==> config.mk <==
export PLATFORM = sky130hd
export DESIGN_NAME = conv_mac_seq
export DESIGN_NICKNAME = d
export VERILOG_FILES = /design/src/rtl/conv_pkg.sv /design/src/rtl/conv_shift_sat.sv /design/src/rtl/conv_mac_seq.sv
export SDC_FILE = /design/constraint.sdc
export NUM_CORES = 1
export LEC_CHECK = 0
export BUFFER_PORTS_ARGS = -buffer_cell sky130_fd_sc_hd__clkbuf_2
export CORE_UTILIZATION = 34
export DETAILED_ROUTE_END_ITERATION = 10
export HOLD_SLACK_MARGIN = 0.08
export SYNTH_ARGS = -nofsm -noshare
export SYNTH_HDL_FRONTEND = slang
export SYNTH_SLANG_ARGS = --single-unit
==> constraint.sdc <==
create_clock -name clk -period 7.48 [get_ports clk]
set_clock_uncertainty 0.1 [all_clocks]
set_input_delay 0.374 -clock clk [delete_from_list [all_inputs] [get_ports clk]]
set_output_delay 0.374 -clock clk [all_outputs]
set_load 0.02 [all_outputs]
==> src/rtl/conv_pkg.sv <==
// Shared types and width helpers for the convolution MAC engine and its
// downstream stages.
package conv_pkg;

  typedef enum logic [1:0] {
    IDLE = 2'd0,
    RUN  = 2'd1,
    DONE = 2'd2
  } state_e;

  // Ceiling log2; clog2(1) = 0.
  function automatic int clog2(input int n);
    int r;
    r = 0;
    for (int v = n - 1; v > 0; v = v >> 1) begin
      r++;
    end
    return r;
  endfunction

  // Wide enough that summing ntap full-width signed products never overflows.
  function automatic int acc_width(input int data_w, input int coef_w, input int ntap);
    return data_w + coef_w + clog2(ntap);
  endfunction

endpackage

==> src/rtl/conv_shift_sat.sv <==
// Combinational arithmetic right shift (floor) followed by signed saturation
// to OUT_W bits; shared with the activation stage.
module conv_shift_sat #(
  parameter int ACC_W = 20,
  parameter int OUT_W = 16,
  parameter int SHIFT = 0
) (
  input  logic signed [ACC_W-1:0] acc,
  output logic        [OUT_W-1:0] out_data,
  output logic                    out_sat
);

  // One spare bit so both the shifted value and the output bounds fit signed.
  localparam int CW = ((ACC_W > OUT_W) ? ACC_W : OUT_W) + 1;
  localparam logic signed [CW-1:0] MAX_V = {{(CW-OUT_W+1){1'b0}}, {(OUT_W-1){1'b1}}};
  localparam logic signed [CW-1:0] MIN_V = {{(CW-OUT_W+1){1'b1}}, {(OUT_W-1){1'b0}}};

  logic signed [ACC_W-1:0] shifted;
  logic signed [CW-1:0]    wide;

  assign shifted = acc >>> SHIFT;
  assign wide    = CW'(shifted);

  always_comb begin
    out_data = wide[OUT_W-1:0];
    out_sat  = 1'b0;
    if (wide > MAX_V) begin
      out_data = {1'b0, {(OUT_W-1){1'b1}}};
      out_sat  = 1'b1;
    end else if (wide < MIN_V) begin
      out_data = {1'b1, {(OUT_W-1){1'b0}}};
      out_sat  = 1'b1;
    end
  end

endmodule

==> src/rtl/conv_mac_seq.sv <==
// conv_mac_seq: time-multiplexed KxK signed convolution MAC, LANES taps per cycle,
// then shift/saturate. Build macro CONV_BIAS_EN adds a bias port seeding the accumulator.
module conv_mac_seq
  import conv_pkg::*;
#(
  parameter int DATA_W = 8,
  parameter int COEF_W = 8,
  parameter int K      = 3,
  parameter int LANES  = 1,
  parameter int OUT_W  = 16,
  parameter int SHIFT  = 0
) (
  input  logic                     clk,
  input  logic                     rst_n,
  input  logic                     in_valid,
  output logic                     in_ready,
  input  logic [K*K*DATA_W-1:0]    pix_flat,
  input  logic [K*K*COEF_W-1:0]    coef_flat,
`ifdef CONV_BIAS_EN
  input  logic [COEF_W+DATA_W-1:0] bias,
`endif
  output logic                     out_valid,
  input  logic                     out_ready,
  output logic [OUT_W-1:0]         out_data,
  output logic                     out_sat,
  output logic                     busy
);

  localparam int NTAP   = K * K;
  localparam int NT     = NTAP / LANES;
  localparam int PROD_W = DATA_W + COEF_W;
`ifdef CONV_BIAS_EN
  localparam int ACC_W  = acc_width(DATA_W, COEF_W, NTAP) + 1;
`else
  localparam int ACC_W  = acc_width(DATA_W, COEF_W, NTAP);
`endif
  localparam int CNT_W  = clog2(NT + 1);

  if (NTAP % LANES != 0) begin : g_lanes_check
    $error("conv_mac_seq: LANES must divide K*K");
  end

  state_e                   state_q, state_d;
  logic [CNT_W-1:0]         cnt_q, cnt_d;
  logic signed [ACC_W-1:0]  acc_q, acc_d;
  logic [NTAP*DATA_W-1:0]   pix_q, pix_d;
  logic [NTAP*COEF_W-1:0]   coef_q, coef_d;
  logic [OUT_W-1:0]         out_data_q, out_data_d;
  logic                     out_sat_q, out_sat_d;
  logic                     in_ready_q, in_ready_d;
  logic                     out_valid_q, out_valid_d;
  logic                     busy_q, busy_d;

  logic signed [PROD_W-1:0] prod [LANES];
  logic signed [ACC_W-1:0]  lane_sum;
  logic signed [ACC_W-1:0]  acc_next;
  logic signed [ACC_W-1:0]  acc_init;
  logic [OUT_W-1:0]         sat_data;
  logic                     sat_flag;

  // Lane l of step cnt multiplies tap cnt*LANES + l.
  for (genvar l = 0; l < LANES; l++) begin : g_lane
    int tap;
    assign tap     = int'(cnt_q) * LANES + l;
    assign prod[l] = PROD_W'($signed(pix_q[tap*DATA_W +: DATA_W])) *
                     PROD_W'($signed(coef_q[tap*COEF_W +: COEF_W]));
  end

  always_comb begin
    lane_sum = '0;
    for (int l = 0; l < LANES; l++) begin
      lane_sum = lane_sum + ACC_W'(prod[l]);
    end
  end

  assign acc_next = acc_q + lane_sum;

`ifdef CONV_BIAS_EN
  assign acc_init = ACC_W'($signed(bias));
`else
  assign acc_init = '0;
`endif

  conv_shift_sat #(
    .ACC_W (ACC_W),
    .OUT_W (OUT_W),
    .SHIFT (SHIFT)
  ) u_shift_sat (
    .acc      (acc_next),
    .out_data (sat_data),
    .out_sat  (sat_flag)
  );

  // Handshakes: a transfer occurs on a rising clk edge where valid && ready;
  // valid never drops and data never changes until that transfer happens.
  always_comb begin
    state_d     = state_q;
    cnt_d       = cnt_q;
    acc_d       = acc_q;
    pix_d       = pix_q;
    coef_d      = coef_q;
    out_data_d  = out_data_q;
    out_sat_d   = out_sat_q;
    in_ready_d  = in_ready_q;
    out_valid_d = out_valid_q;
    busy_d      = busy_q;
    case (state_q)
      IDLE: begin
        if (in_valid) begin
          pix_d      = pix_flat;
          coef_d     = coef_flat;
          acc_d      = acc_init;
          cnt_d      = '0;
          state_d    = RUN;
          in_ready_d = 1'b0;
          busy_d     = 1'b1;
        end
      end
      RUN: begin
        acc_d = acc_next;
        cnt_d = cnt_q + CNT_W'(1);
        if (cnt_q == CNT_W'(NT - 1)) begin
          state_d     = DONE;
          out_data_d  = sat_data;
          out_sat_d   = sat_flag;
          out_valid_d = 1'b1;
        end
      end
      DONE: begin
        if (out_ready) begin
          state_d     = IDLE;
          out_valid_d = 1'b0;
          in_ready_d  = 1'b1;
          busy_d      = 1'b0;
        end
      end
      default: begin
        state_d     = IDLE;
        out_valid_d = 1'b0;
        in_ready_d  = 1'b1;
        busy_d      = 1'b0;
      end
    endcase
  end

  always_ff @(posedge clk or negedge rst_n) begin
    if (!rst_n) begin
      state_q     <= IDLE;
      cnt_q       <= '0;
      acc_q       <= '0;
      pix_q       <= '0;
      coef_q      <= '0;
      out_data_q  <= '0;
      out_sat_q   <= 1'b0;
      in_ready_q  <= 1'b1;
      out_valid_q <= 1'b0;
      busy_q      <= 1'b0;
    end else begin
      state_q     <= state_d;
      cnt_q       <= cnt_d;
      acc_q       <= acc_d;
      pix_q       <= pix_d;
      coef_q      <= coef_d;
      out_data_q  <= out_data_d;
      out_sat_q   <= out_sat_d;
      in_ready_q  <= in_ready_d;
      out_valid_q <= out_valid_d;
      busy_q      <= busy_d;
    end
  end

  assign in_ready  = in_ready_q;
  assign out_valid = out_valid_q;
  assign out_data  = out_data_q;
  assign out_sat   = out_sat_q;
  assign busy      = busy_q;

endmodule

==> key figures <==
Clocking
  • CTS Buffer Depth: 2
  • Worst skew pair latency: 450 ps
  • Htree depth: 4
  • Post-CTS Setup Bufs: 0
  • Clk sink count: 190
  • CTS buffer count: 17
  • Post-cts resize count: 0
  • CTS tree: yes
  • Hold buffers post-CTS: 145
  • Clock Tree Root: clkbuf_16
  • Clk slew on worst S/H paths: 70 ps

Timing
  • Pins over their slew limit: 0
  • Final-report hold violation count: 0
  • Final setup fails: 0
  • Fmax: 0.144 GHz
  • Rel. slew slack: 19.3%
  • Total negative setup slack: 0 ps
  • RSZ-0062 raised after global routing: no
  • Final min period: 6920 ps
  • Least-Margin Pin Slew: 1210 ps
  • Final period utilization: 92.6%

Logic synthesis
  • Post-synthesis simple-gate area fraction: 20.2%
  • Post-synth top cells: 460 x nand2_1, 189 x dfrtp_1, 90 x inv_1
  • Top-count cell post-synth: nand2_1
  • Post-synthesis compound-gate area fraction: 6.40%
  • Largest family of logic cells by synthesized area: simple AND/OR/NAND/NOR gates
  • Fraction of registers with async set/reset: 100%
  • Synth area leaders: dfrtp_1 39%, fa_1 15%, nand2_1 14%
  • Synthesized Nets: 1,546
  • Prevailing post-synth register cell: dfrtp_1
  • Post-Synth XOR/XNOR Area: 1.90%
  • Unique masters post-synth: 59
  • Synth top area share: 39.2%
  • Syn avg cell area: 9.57 sq um
  • Ys Warns: 0
  • Cell taking the most area after synthesis: dfrtp_1
  • Post-Synth Adder-Cell Area: 19.6%
  • Sequential area share after synthesis: 39.4%
  • Synthesized flop and latch total: 190
  • Post-Syn Area: 12,100 sq um
  • Mux cell area share after synthesis: 7.55%
  • Post-synth EDFFs: 0
  • Post-Synthesis Cells: 1,262

Global routing
  • Largest net degree at the start of global routing: 124
  • Initial antenna violation count: 0
  • Grt total ovfl: 0
  • Vias in the first global route: 10,200
  • Tot GR Track Use: 18.5%
  • First-pass GRT wire length: 52,500 um

Cells and area
  • Synth-to-layout area growth: 29.0%
  • Nets: 1,848
  • Filler instances: 3,288
  • Share of layout cells above drive strength 1: 18.3%
  • Post-Layout Inst Area: 15,600 sq um
  • Ant. Diodes: 0

Routing
  • Drt wl/cell: 15.8 um
  • Aggregate routed wire length: 32,200 um
  • Vias/cell: 4.80
  • Pre-Repair DR Iteration Count: 5
  • Via count: 9,754
  • Iter 0 DRT Violations: 578
  • ANT nets after route: 0
  • Drt drc: 0

Critical path
  • Slowest stage delay, CP: 560 ps
  • Worst EP required: 7710 ps
  • Critical path class: reg2reg
  • Crit. End Element: register
  • Crit-path max FO: 36
  • CP dominant cell by count: fa_1
  • Crit path arrival time: 7150 ps
  • Crit path buf inv count: 6
  • Worst Setup Start Kind: register
  • Cell Chain, Critical Path: buf_12, nor4b_2, buf_4, nand2_1, o21ai_1, nor2b_1, buf_4, fa_1, fa_1, inv_1, fa_1, inv_1, fa_1, ha_1, ha_1, o21ai_0, a21oi_1, o21ai_1, o211a_1, nor3_1, nand2b_1, a32oi_4, buf_4, o22a_1
  • Cell family with most CP delay: adder cells
  • Highest-delay cell along the critical path: nor2b_1

Floorplan
  • Die H: 190 um
  • Core box area: 34,700 sq um
  • # rows: 68
  • Chip Width: 190 um
  • Die area: 36,300 sq um
  • I/O pin count: 168
  • Initial core utilization: 34.8%

Place
  • Port bufs: 167
  • DP HPWL: 22,300 um
  • Placer Congestion: 0.848
  • Placed Area: 13,500 sq um

Status
  • Outcome: completed

Worst hold path
  • HP Class: in2reg

Job
  • Maxcap violations: 0
through the flow:
| step | hold slack (ps) | util, % | std cells | worst slack [ps] |
|---|---|---|---|---|
| finish | 159 | 44.9 | 2032 | 557 |
| global route | 156 | 44.9 | 2032 | 226 |
| CTS | 141 | 44.9 | 2032 | 522 |
| detailed placement | 359 | 39.0 | 1855 | 542 |
| global placement | 353 | 39.0 | 1855 | 676 |
| floorplan | -21.6 | - | 1262 | 372 |
cell usage in the layout (no fill, tap or decap), types with 7 or more instances in the layout:
master and count:
ha_1 48, xnor2_1 11, dfrtp_1 187, nor2_1 55, a21oi_1 33, o21ai_0 22, nand2b_1 16, dlygate4sd3_1 145
mux2i_1 18, nand3_1 19, nor2b_1 15, clkbuf_16 17, or2_2 7, inv_1 90, buf_4 31, mux4_2 32
xor2_1 12, o22a_1 16, nand2_1 460, fa_1 88, clkbuf_2 166
final timing paths:
path,startpoint,endpoint,slack (ps),cells after the start
hold reg to reg,coef_q[19]$_DFFE_PN0P_,coef_q[19]$_DFFE_PN0P_,370,2
min in group asynchronous,rst_n,coef_q[5]$_DFFE_PN0P_,550,2
max in group asynchronous,rst_n,cnt_q[0]$_DFFE_PN0P_,5180,3
setup reg to reg,cnt_q[1]$_DFFE_PN0P_,out_data[1]$_DFFE_PN0P_,560,24
setup / recovery,cnt_q[1]$_DFFE_PN0P_,out_data[1]$_DFFE_PN0P_,560,24
hold / removal,out_ready,out_valid$_DFFE_PN0P_,160,3
final cells by class:
type / instances / area [sq um] / area share, %
Clock inverter: 12 / 146 / 0.939
Sequential cell: 190 / 4760 / 30.5
Timing Repair Buffer: 346 / 2590 / 16.6
Tap cell: 455 / 569 / 3.65
Multi-Input combinational cell: 919 / 6740 / 43.2
Inverter: 90 / 338 / 2.17
Clock buffer: 20 / 447 / 2.87
cells by family (layout without fill, tap and decap cells):
group                      after synthesis  in the layout
and+or+nand+nor                        596            596
DFF                                    190            190
buffers and inverters                  153            468
adders and majority gates              136            136
AOI/OAI and AO/OA                      112            112
muxes                                   51             51
xor gates and xnor gates                24             24
worst reg2reg max path, delay by kind of cell (launching register included):
family                   cells  cell delay, ps
AND/OR/NAND/NOR              5            1360
buffers and inverters        6            1070
AO/OA/AOI/OAI                7            1210
adder cells (fa/ha/maj)      6            2640
flip-flops                   1             410
routing by layer:
metal,track usage [%],up-vias,wire (um)
li1,-,4646,-
met1,24.7,4748,14300
met2,29.6,298,15300
met3,3.48,62,1520
met4,7.08,0,992
met5,0,-,0
registers in the layout (all words and copies together), names as in the netlist:
register / count
out_sat: 1
state_q: 2
out_valid: 1
acc_q: 20
out_data: 16
cnt_q: 4
coef_q: 72
busy: 1
in_ready: 1
pix_q: 72
Power is left out: the tool's default activity adds up to more than one toggle a clock period on the data nets, which glitch-free logic cannot reach.
